**config.mk**
```make
export PLATFORM = sky130hd
export DESIGN_NAME = uart_fifo
export DESIGN_NICKNAME = d
export VERILOG_FILES = /design/src/rtl/uart_fifo.sv
export SDC_FILE = /design/constraint.sdc
export NUM_CORES = 1
export LEC_CHECK = 0
export CAP_MARGIN = 30
export CORE_UTILIZATION = 45
export DETAILED_ROUTE_END_ITERATION = 7
export DONT_BUFFER_PORTS = 1
export MAX_ROUTING_LAYER = met4
export PLACE_DENSITY = 0.69
export RECOVER_POWER = 25
export SYNTH_ARGS = -nofsm -noshare
export SYNTH_HDL_FRONTEND = slang
export SYNTH_SLANG_ARGS = --single-unit
```
**constraint.sdc**
```tcl
create_clock -name clk -period 3.4 [get_ports clk]
set_input_delay 0.51 -clock clk [delete_from_list [all_inputs] [get_ports clk]]
set_output_delay 0.51 -clock clk [all_outputs]
set_load 0.02 [all_outputs]
```
**src/rtl/uart_fifo.sv**
```systemverilog
// uart_fifo: 8-bit bus UART with independent RX/TX FIFOs and a programmable bit divisor.
// Build option: define UART_PARITY_EN to include parity generation/checking (CTRL[3:2], STATUS[5]).
module uart_fifo #(
    parameter int unsigned CLKSPEED        = 19000000,
    parameter int unsigned BAUD            = 115200,
    parameter int unsigned DEFAULT_DIV     = CLKSPEED / BAUD,
    parameter int unsigned FIFO_DEPTH_LOG2 = 4
) (
    input  logic       clk,
    input  logic       reset,
    input  logic [1:0] a,
    input  logic [7:0] din,
    output logic [7:0] dout,
    input  logic       rnw,
    input  logic       cs,
    input  logic       rxd,
    output logic       txd,
    output logic       irq
);
    localparam int unsigned Depth = 2 ** FIFO_DEPTH_LOG2;
    localparam int unsigned Aw = FIFO_DEPTH_LOG2;
    localparam logic [Aw:0] CntFull = (Aw + 1)'(Depth);

    typedef enum logic [2:0] {RxIdle, RxStart, RxData, RxParity, RxStop} rx_state_e;
    typedef enum logic [2:0] {TxIdle, TxStart, TxData, TxParity, TxStop, TxStop2} tx_state_e;

    logic w_wr, w_rd;
    assign w_wr = cs & ~rnw;
    assign w_rd = cs & rnw;

    logic        r_rx_ie, r_tx_ie, r_stop2;
    logic [15:0] r_div;
    logic        w_par_en, w_par_odd;

    always_ff @(posedge clk or negedge reset) begin
        if (!reset) begin
            r_rx_ie <= 1'b0;
            r_tx_ie <= 1'b0;
            r_stop2 <= 1'b0;
            r_div   <= 16'(DEFAULT_DIV);
        end else if (w_wr) begin
            case (a)
                2'd0: begin
                    r_rx_ie <= din[0];
                    r_tx_ie <= din[1];
                    r_stop2 <= din[4];
                end
                2'd2:    r_div[7:0]  <= din;
                2'd3:    r_div[15:8] <= din;
                default: ;
            endcase
        end
    end

`ifdef UART_PARITY_EN
    logic r_par_en, r_par_odd;
    always_ff @(posedge clk or negedge reset) begin
        if (!reset) begin
            r_par_en  <= 1'b0;
            r_par_odd <= 1'b0;
        end else if (w_wr && a == 2'd0) begin
            r_par_en  <= din[2];
            r_par_odd <= din[3];
        end
    end
    assign w_par_en  = r_par_en;
    assign w_par_odd = r_par_odd;
`else
    assign w_par_en  = 1'b0;
    assign w_par_odd = 1'b0;
`endif

    // Counters reload only at bit boundaries, so a divisor write never stretches the current bit.
    logic [15:0] w_div_eff, w_div_m1, w_div_half;
    assign w_div_eff  = (r_div < 16'd2) ? 16'd2 : r_div;
    assign w_div_m1   = w_div_eff - 16'd1;
    assign w_div_half = w_div_eff >> 1;

    logic r_rx_s1, r_rx_sync, r_rx_prev;
    always_ff @(posedge clk or negedge reset) begin
        if (!reset) begin
            r_rx_s1   <= 1'b1;
            r_rx_sync <= 1'b1;
            r_rx_prev <= 1'b1;
        end else begin
            r_rx_s1   <= rxd;
            r_rx_sync <= r_rx_s1;
            r_rx_prev <= r_rx_sync;
        end
    end

    // RX FIFO
    logic [7:0]    r_rx_mem [Depth];
    logic [Aw-1:0] r_rx_wp, r_rx_rp;
    logic [Aw:0]   r_rx_cnt;
    logic [7:0]    r_rx_shift;
    logic          w_rx_nempty, w_rx_full, w_rx_pop, w_rx_push, w_rx_push_ok;

    assign w_rx_nempty  = (r_rx_cnt != '0);
    assign w_rx_full    = (r_rx_cnt == CntFull);
    assign w_rx_pop     = w_rd && (a == 2'd1) && w_rx_nempty;
    assign w_rx_push_ok = w_rx_push && (!w_rx_full || w_rx_pop);

    always_ff @(posedge clk) begin
        if (w_rx_push_ok) r_rx_mem[r_rx_wp] <= r_rx_shift;
    end

    always_ff @(posedge clk or negedge reset) begin
        if (!reset) begin
            r_rx_wp  <= '0;
            r_rx_rp  <= '0;
            r_rx_cnt <= '0;
        end else begin
            if (w_rx_push_ok) r_rx_wp <= r_rx_wp + 1'b1;
            if (w_rx_pop)     r_rx_rp <= r_rx_rp + 1'b1;
            case ({w_rx_push_ok, w_rx_pop})
                2'b10:   r_rx_cnt <= r_rx_cnt + 1'b1;
                2'b01:   r_rx_cnt <= r_rx_cnt - 1'b1;
                default: ;
            endcase
        end
    end

    // TX FIFO
    logic [7:0]    r_tx_mem [Depth];
    logic [Aw-1:0] r_tx_wp, r_tx_rp;
    logic [Aw:0]   r_tx_cnt;
    logic          w_tx_nempty, w_tx_full, w_tx_push, w_tx_pop;
    logic [7:0]    w_tx_head;

    assign w_tx_nempty = (r_tx_cnt != '0);
    assign w_tx_full   = (r_tx_cnt == CntFull);
    assign w_tx_push   = w_wr && (a == 2'd1) && !w_tx_full;
    assign w_tx_head   = r_tx_mem[r_tx_rp];

    always_ff @(posedge clk) begin
        if (w_tx_push) r_tx_mem[r_tx_wp] <= din;
    end

    always_ff @(posedge clk or negedge reset) begin
        if (!reset) begin
            r_tx_wp  <= '0;
            r_tx_rp  <= '0;
            r_tx_cnt <= '0;
        end else begin
            if (w_tx_push) r_tx_wp <= r_tx_wp + 1'b1;
            if (w_tx_pop)  r_tx_rp <= r_tx_rp + 1'b1;
            case ({w_tx_push, w_tx_pop})
                2'b10:   r_tx_cnt <= r_tx_cnt + 1'b1;
                2'b01:   r_tx_cnt <= r_tx_cnt - 1'b1;
                default: ;
            endcase
        end
    end

    // RX state machine
    rx_state_e   r_rx_state, w_rx_state_nxt;
    logic [15:0] r_rx_cnt_bit, w_rx_cnt_nxt;
    logic [2:0]  r_rx_bit, w_rx_bit_nxt;
    logic [7:0]  w_rx_shift_nxt;
    logic        r_rx_par_en, r_rx_par_odd, w_rx_par_en_nxt, w_rx_par_odd_nxt;
    logic        w_rx_tick, w_rx_frm_set, w_rx_par_set;

    assign w_rx_tick = (r_rx_cnt_bit == 16'd0);

    always_comb begin
        w_rx_state_nxt   = r_rx_state;
        w_rx_cnt_nxt     = r_rx_cnt_bit - 16'd1;
        w_rx_bit_nxt     = r_rx_bit;
        w_rx_shift_nxt   = r_rx_shift;
        w_rx_par_en_nxt  = r_rx_par_en;
        w_rx_par_odd_nxt = r_rx_par_odd;
        w_rx_push        = 1'b0;
        w_rx_frm_set     = 1'b0;
        w_rx_par_set     = 1'b0;
        case (r_rx_state)
            RxIdle: begin
                w_rx_cnt_nxt = r_rx_cnt_bit;
                if (r_rx_prev && !r_rx_sync) begin
                    w_rx_state_nxt   = RxStart;
                    w_rx_cnt_nxt     = w_div_half;
                    w_rx_par_en_nxt  = w_par_en;
                    w_rx_par_odd_nxt = w_par_odd;
                end
            end
            RxStart: if (w_rx_tick) begin
                w_rx_cnt_nxt   = w_div_m1;
                w_rx_bit_nxt   = 3'd0;
                w_rx_state_nxt = r_rx_sync ? RxIdle : RxData;
            end
            RxData: if (w_rx_tick) begin
                w_rx_cnt_nxt   = w_div_m1;
                w_rx_shift_nxt = {r_rx_sync, r_rx_shift[7:1]};
                w_rx_bit_nxt   = r_rx_bit + 3'd1;
                if (r_rx_bit == 3'd7) w_rx_state_nxt = r_rx_par_en ? RxParity : RxStop;
            end
            RxParity: if (w_rx_tick) begin
                w_rx_cnt_nxt   = w_div_m1;
                w_rx_par_set   = (r_rx_sync != (^r_rx_shift ^ r_rx_par_odd));
                w_rx_state_nxt = RxStop;
            end
            RxStop: if (w_rx_tick) begin
                w_rx_push      = 1'b1;
                w_rx_frm_set   = !r_rx_sync;
                w_rx_state_nxt = RxIdle;
            end
            default: w_rx_state_nxt = RxIdle;
        endcase
    end

    always_ff @(posedge clk or negedge reset) begin
        if (!reset) begin
            r_rx_state   <= RxIdle;
            r_rx_cnt_bit <= '0;
            r_rx_bit     <= '0;
            r_rx_shift   <= '0;
            r_rx_par_en  <= 1'b0;
            r_rx_par_odd <= 1'b0;
        end else begin
            r_rx_state   <= w_rx_state_nxt;
            r_rx_cnt_bit <= w_rx_cnt_nxt;
            r_rx_bit     <= w_rx_bit_nxt;
            r_rx_shift   <= w_rx_shift_nxt;
            r_rx_par_en  <= w_rx_par_en_nxt;
            r_rx_par_odd <= w_rx_par_odd_nxt;
        end
    end

    logic r_overrun, r_frm_err, r_par_err;
    always_ff @(posedge clk or negedge reset) begin
        if (!reset) begin
            r_overrun <= 1'b0;
            r_frm_err <= 1'b0;
            r_par_err <= 1'b0;
        end else begin
            if (w_wr && a == 2'd0 && din[7]) begin
                r_overrun <= 1'b0;
                r_frm_err <= 1'b0;
                r_par_err <= 1'b0;
            end
            if (w_rx_push && w_rx_full && !w_rx_pop) r_overrun <= 1'b1;
            if (w_rx_frm_set) r_frm_err <= 1'b1;
            if (w_rx_par_set) r_par_err <= 1'b1;
        end
    end

    // TX state machine; framing options are latched per frame at load time.
    tx_state_e   r_tx_state, w_tx_state_nxt;
    logic [15:0] r_tx_cnt_bit, w_tx_cnt_nxt;
    logic [2:0]  r_tx_bit, w_tx_bit_nxt;
    logic [7:0]  r_tx_shift, w_tx_shift_nxt;
    logic        r_txd, w_txd_nxt;
    logic        r_tx_par_en, r_tx_par_bit, r_tx_stop2;
    logic        w_tx_par_en_nxt, w_tx_par_bit_nxt, w_tx_stop2_nxt;
    logic        w_tx_tick, w_tx_end;

    assign w_tx_tick = (r_tx_cnt_bit == 16'd0);

    always_comb begin
        w_tx_state_nxt   = r_tx_state;
        w_tx_cnt_nxt     = r_tx_cnt_bit - 16'd1;
        w_tx_bit_nxt     = r_tx_bit;
        w_tx_shift_nxt   = r_tx_shift;
        w_txd_nxt        = r_txd;
        w_tx_par_en_nxt  = r_tx_par_en;
        w_tx_par_bit_nxt = r_tx_par_bit;
        w_tx_stop2_nxt   = r_tx_stop2;
        w_tx_pop         = 1'b0;
        w_tx_end         = 1'b0;
        case (r_tx_state)
            TxIdle: w_tx_end = 1'b1;
            TxStart: if (w_tx_tick) begin
                w_tx_cnt_nxt   = w_div_m1;
                w_txd_nxt      = r_tx_shift[0];
                w_tx_shift_nxt = {1'b0, r_tx_shift[7:1]};
                w_tx_bit_nxt   = 3'd0;
                w_tx_state_nxt = TxData;
            end
            TxData: if (w_tx_tick) begin
                w_tx_cnt_nxt = w_div_m1;
                if (r_tx_bit == 3'd7) begin
                    w_txd_nxt      = r_tx_par_en ? r_tx_par_bit : 1'b1;
                    w_tx_state_nxt = r_tx_par_en ? TxParity : TxStop;
                end else begin
                    w_txd_nxt      = r_tx_shift[0];
                    w_tx_shift_nxt = {1'b0, r_tx_shift[7:1]};
                    w_tx_bit_nxt   = r_tx_bit + 3'd1;
                end
            end
            TxParity: if (w_tx_tick) begin
                w_tx_cnt_nxt   = w_div_m1;
                w_txd_nxt      = 1'b1;
                w_tx_state_nxt = TxStop;
            end
            TxStop: if (w_tx_tick) begin
                w_tx_cnt_nxt   = w_div_m1;
                w_tx_state_nxt = TxStop2;
                w_tx_end       = !r_tx_stop2;
            end
            TxStop2: w_tx_end = w_tx_tick;
            default: w_tx_end = 1'b1;
        endcase
        // Loading straight from the stop bit keeps back-to-back frames gap-free.
        if (w_tx_end) begin
            w_tx_state_nxt = TxIdle;
            w_txd_nxt      = 1'b1;
            if (w_tx_nempty) begin
                w_tx_pop         = 1'b1;
                w_tx_shift_nxt   = w_tx_head;
                w_tx_par_bit_nxt = ^w_tx_head ^ w_par_odd;
                w_tx_par_en_nxt  = w_par_en;
                w_tx_stop2_nxt   = r_stop2;
                w_txd_nxt        = 1'b0;
                w_tx_cnt_nxt     = w_div_m1;
                w_tx_state_nxt   = TxStart;
            end
        end
    end

    always_ff @(posedge clk or negedge reset) begin
        if (!reset) begin
            r_tx_state   <= TxIdle;
            r_tx_cnt_bit <= '0;
            r_tx_bit     <= '0;
            r_tx_shift   <= '0;
            r_txd        <= 1'b1;
            r_tx_par_en  <= 1'b0;
            r_tx_par_bit <= 1'b0;
            r_tx_stop2   <= 1'b0;
        end else begin
            r_tx_state   <= w_tx_state_nxt;
            r_tx_cnt_bit <= w_tx_cnt_nxt;
            r_tx_bit     <= w_tx_bit_nxt;
            r_tx_shift   <= w_tx_shift_nxt;
            r_txd        <= w_txd_nxt;
            r_tx_par_en  <= w_tx_par_en_nxt;
            r_tx_par_bit <= w_tx_par_bit_nxt;
            r_tx_stop2   <= w_tx_stop2_nxt;
        end
    end

    assign txd = r_txd;

    logic w_tx_busy, w_tx_empty;
    assign w_tx_busy  = (r_tx_state != TxIdle) || w_tx_nempty;
    assign w_tx_empty = !w_tx_busy;

    always_comb begin
        dout = 8'h00;
        case (a)
            2'd0: dout = {1'b0, w_tx_empty, r_par_err, r_frm_err,
                          r_overrun, w_tx_busy, w_tx_full, w_rx_nempty};
            2'd1: dout = w_rx_nempty ? r_rx_mem[r_rx_rp] : 8'h00;
            2'd2: dout = r_div[7:0];
            2'd3: dout = r_div[15:8];
            default: dout = 8'h00;
        endcase
    end

    logic r_irq;
    always_ff @(posedge clk or negedge reset) begin
        if (!reset) r_irq <= 1'b0;
        else        r_irq <= (r_rx_ie & w_rx_nempty) | (r_tx_ie & w_tx_empty);
    end
    assign irq = r_irq;

endmodule

```
After elaboration in Yosys (flattened, before gate mapping)
Memories as Yosys holds them, arrays and structs flattened.
Index checks and enable logic that the tools add are counted.
W data, S select, Z words.

word-level totals
  input bits = 15
  memory bits (read-only) = 0
  bits in latches = 0
  flip-flop bits (word level) = 114
  output and inout port bits = 10
  RAM bits = 256
  memories kept = 2

memories
  memory    words  bits a word  read ports  clocked after Yosys merged registers in  write ports  RTL line  text
  r_rx_mem  16     8            1           0                                        1            93        logic [7:0] r_rx_mem [Depth];
  r_tx_mem  16     8            1           0                                        1            125       logic [7:0] r_tx_mem [Depth];

operators by class
  multiply operators = 0
  div/mod/pow operators = 0
  bitwise logic cells = 6
  add/subtract/negate cells = 13
  eq/ne operators = 35
  multiplexer cells = 65
  shift-type cells = 0
  $lt $le $gt $ge = 1
  reductions and logical operators = 48

operators with widths
  kind                     count
  $mux W16                 7
  $mux W3                  16
  $mux W8                  6
  $sub A16 B1 Y16 const B  3
  $logic_not A16 Y1        2
  $pmux W16 S2             1
  $pmux W8 S4              1
  $mux W1                  24
  $pmux W5 S2              2
  $ne A2 B2 Y1 const B     9
  $add A4 B1 Y4 const B    4
  $lt A16 B2 Y1 const B    1
  $pmux W8 S2              1
  $eq A3 B3 Y1 const B     5
  $ne A3 B3 Y1 const B     5
  $pmux W3 S5              1
  $reduce_bool A5 Y1       3
  $reduce_bool A2 Y1       7
  $eq A3 B2 Y1 const B     4
  $pmux W3 S2              2
  $pmux W3 S4              1
  $reduce_and A6 Y1        2
  $add A5 B1 Y5 const B    2
  $eq A5 B5 Y1 const B     2
  other kinds (24)         57

Depth between registers and ports, before layout
  depth in word-level cells = 7
  depth in mapped cells = 14
  gate-level depth less buffers = 13

Least setup slack after synthesis
Ideal clock, no wire load.

  kind = register to register
  start point = register r_tx_cnt_bit[7]
  end point = register r_tx_cnt[4]
  data arrival time = 3371 ps
  library setup time = 79 ps
  buffers on the path = 1
  stages on the path, launching flop included = 13
  setup slack = -50 ps
  cells stage by stage = dfrtp_1 or4_1 nand4b_1 a311oi_2 clkbuf_1 ha_1 inv_1 fa_1 nor2b_1 o21ai_0 and3_1 nor3_1 xor2_1

between the ends
  cells in the longest elaborated chain, start to end = 6

ends and longest elaborated chain
  item                                                      RTL line  text
  from (decl)                                               249       logic [15:0] r_tx_cnt_bit, w_tx_cnt_nxt;
  from (signal assigned)                                    332       r_tx_cnt_bit <= w_tx_cnt_nxt;
  $logic_not A16 Y1 (*)                                     257       assign w_tx_tick = (r_tx_cnt_bit == 16'd0);
  $mux W1                                                   295       TxStop: if (w_tx_tick) begin
  $pmux W1 S3 (*)                                           270       case (r_tx_state)
  $mux W1 (*)                                               304       if (w_tx_end) begin
  named net w_tx_pop                                        128       logic w_tx_nempty, w_tx_full, w_tx_push, w_tx_pop;
  $eq A2 B1 Y1 / $eq A2 B2 Y1 (equally long branches)       148       case ({w_tx_push, w_tx_pop})
  $pmux W5 S2 / $reduce_bool A2 Y1 (equally long branches)  -
  to (signal assigned)                                      149       2'b10: r_tx_cnt <= r_tx_cnt + 1'b1;
  to (signal assigned)                                      150       2'b01: r_tx_cnt <= r_tx_cnt - 1'b1;
  to (decl)                                                 127       logic [Aw:0] r_tx_cnt;

Mark *: on every way through the listed nets, which the timed path passes. The rest lies on a longest branch.
A chain may end at the register's enable or synchronous reset.

Worst setup path after layout
  start point = register r_rx_rp[0]
  end point = output port dout[4]

between the ends
  cells in the longest elaborated chain, start to end = 3

ends and longest elaborated chain
  item                    RTL line  text
  from (decl)             94        logic [Aw-1:0] r_rx_wp, r_rx_rp;
  from (signal assigned)  115       if (w_rx_pop) r_rx_rp <= r_rx_rp + 1'b1;
  $mem_v2 Z16 W8          -
  $mux W8                 353       2'd1: dout = w_rx_nempty ? r_rx_mem[r_rx_rp] : 8'h00;
  $pmux W8 S4             350       case (a)
  to (decl)               13        output logic [7:0] dout,

No other way between the ends.

==> impl_metrics.tcl <==
set metrics [dict create \
    status "complete, but fails checks" \
    failed_checks "capacitance limit, slew limit" \
    cp_slowest_cell "dfrtp_4" \
    worstRegToRegCells 12 \
    cts_inserted_buffers 40 \
    final_util_pct 52.64 \
    synth_area_leaders "edfxtp_1, dfrtp_1, mux4_2" \
    final_layout_size_suffix_gt1_share_pct 25.45 \
    p_per_area_nw_per_um2 700.5 \
    vias 9766 \
    synth_edf_count 256 \
    grt_pass1_wl_um 57010 \
    holdPathStages 0 \
    synth_compound_area_share_pct 6.253 \
    ios 25 \
    cp_max_fo 16 \
    yosysTopAreaCell "edfxtp_1" \
    hpwl_um 23580 \
    crit_path_max_incr_delay_ps 530 \
    finalHoldViolCount 0 \
    critPathLaunchType "flip-flop" \
    synth_xor_area_share_pct 2.995 \
    track_usage_pct 20.33 \
    async_reset_ff_share_pct 30.81 \
    drcViolationCount 0 \
    cts_max_level 2 \
    ys_ff_latch 370 \
    preCtsSetupSlack_ps -90.17 \
    synthAdderAreaFrac_pct 2.117 \
    crit_arrival_ps 2780 \
    setup_slack_ps 109.7 \
    std_cell_rows 70 \
    finClkSkew_ps 29.53 \
    wl_um 36280 \
    synth_top_family_by_area "multiplexers" \
    clockBufferDepth 3 \
    grt_overflow 0 \
    synth.yosys.seq_area_share_pct 63.29 \
    setup_viol 0 \
    diodes 0 \
    num-nets-final 1232 \
    finalCritPeriodShare_pct 96.77 \
    synth_mux_area_share_pct 15.04 \
    firstDrtPassIters 5 \
    path_class "reg2out" \
    ys_types 78 \
    syn_area_um2 16670 \
    synth_most_common_cell "edfxtp_1" \
    slew_violations 115 \
    cts.sinks 370 \
    fmaxAchievable_mhz 303.9 \
    hold_class "in2reg" \
    irDropWorstVdd_mv 0.4463 \
    clkSlewWorstSetupHoldPaths_ps 60 \
    die_x_um 194.5 \
    core-area_um2 36520 \
    portBuffers 0 \
    worst_setup_path_end_kind "primary output" \
    die_area_um2 37810 \
    worstPathCellList "buf_12, mux4_2, mux2_2, a21oi_1, o21ai_0" \
    grt_start_max_net_pins 115 \
    synthesis.nets 1158 \
    synth_top_area_share_pct 46.12 \
    wl_per_cell_um 21.47 \
    fin_tns_setup_ps 0 \
    worst_slew_pin_slew_ps 1650 \
    yosysWarnings 0 \
    cts-root-buf "clkbuf_16" \
    clkLatencyLatePin_ps 580 \
    syn_inst 1116 \
    fillers 2923 \
    avgViaCountPerCell 5.779 \
    max-slew-margin-rel_pct -10.01 \
    cts_tree "yes" \
    syn2layout_area_growth_pct 15.34 \
    p_leak_uw 0.006930 \
    grt_pass1_vias 9646 \
    initial_utilization_pct 45.64 \
    grt_antenna_before_repair 0 \
    multi_input_area_um2 5799 \
    die_h_um 194.5 \
    required_ps 2890 \
    timing.max_cap.violations 1 \
    drt_iter0_markers 922 \
    yosys.area_share.simple_pct 8.152 \
    yosys-top-cells-count "edfxtp_1, dfrtp_1, mux4_2" \
    ant_nets 0 \
    synth.avg_cell_area_um2 14.94 \
    ys.flop_type "edfxtp_1" \
    regArea_um2 10550 \
    gp_congestion 0.9287 \
    period_minus_slack_ps 3290 \
]
[cells by family (layout without fill, tap and decap cells)]
family,after synthesis,after routing
AOI/OAI and AO/OA,157,157
xor gates and xnor gates,57,57
adders and majority gates,27,27
buffers and inverters,89,195
DFF,370,370
muxes,153,153
and+or+nand+nor,263,263
[routing by layer]
metal	global-route usage (%)	wire [um]
met3	3.748	1971
met1	26.92	15660
met4	6.555	948
met5	-	0
met2	31.83	17700
[final cells by class]
class	instances	area share (%)
flip-flops and latches	370	54.90
multi-input cells	657	30.17
clock inverters	31	2.154
well taps	468	3.046
repair buffers	96	3.983
clock buffers	43	5.265
inverters	25	0.4881
[report_power, final]
part	total [uW]	internal [uW]	switching [uW]
logic	3050	1570	1470
clock network	4600	2740	1860
registers	5820	5240	581
[repair_timing]
action / CTS / global route
hold buffers: 4 / 0
pin swaps: 2 / 1
endpoints found under the setup margin: 7 / 8
gates resized for setup: 6 / 8
hold endpoints to repair: 119 / 0
setup buffers: 2 / 12
[state kept, by name, indices dropped and copies added, names as in the netlist, 8 cells and up]
name,cells
r_rx_cnt_bit,16
r_tx_shift,8
r_rx_shift,8
r_div,16
r_rx_mem,128
r_tx_mem,128
r_tx_cnt_bit,16
[metrics by stage]
step	instances	hold WS [ps]	total power [uW]	cell area, um2
finish	1690	39.29	13470	19220
floorplan	1116	214.4	7926	16670
global route	1690	5.804	14060	19220
global placement	1597	221.1	8752	17610
CTS	1678	0.3788	13490	19120
detailed placement	1598	221.3	8817	17610
[final timing paths]
path	startpoint	to	slack, ps
setup / recovery	r_rx_rp[0]$_DFFE_PN0P_	dout[4]	110
hold / removal	din[2]	r_tx_mem[14][2]$_DFFE_PP_	40
min in group asynchronous	reset	irq$_DFF_PN0_	930
setup reg to reg	r_tx_cnt_bit[7]$_DFF_PN0_	r_tx_cnt[4]$_DFFE_PN0P_	130
max in group asynchronous	reset	r_rx_rp[0]$_DFFE_PN0P_	1200
hold reg to reg	r_rx_s1$_DFF_PN1_	r_rx_sync$_DFF_PN1_	380
[placed cells by master, fill, tap and decap left out, types with 8 or more instances in the layout]
cell,n
clkbuf_16,40
nor3_1,26
ha_1,24
nand2_1,72
inv_1,23
nand3_1,14
a21oi_1,32
mux2i_1,30
nor2_1,65
o21ai_0,50
clkinv_1,8
or4_1,13
nand4_1,10
nor4_1,8
xnor2_1,40
mux2_2,48
xor2_1,17
nand2b_1,8
mux4_2,73
dfrtp_1,105
buf_4,89
edfxtp_1,256
[worst max-delay path, delay by kind of cell, from the launching register on]
family                 cells  cell delay, ps
muxes                      2             840
buffers and inverters      1             210
DFF                        1             530
AOI/OAI and AO/OA          2             600
(Power assumes the default switching activity.)
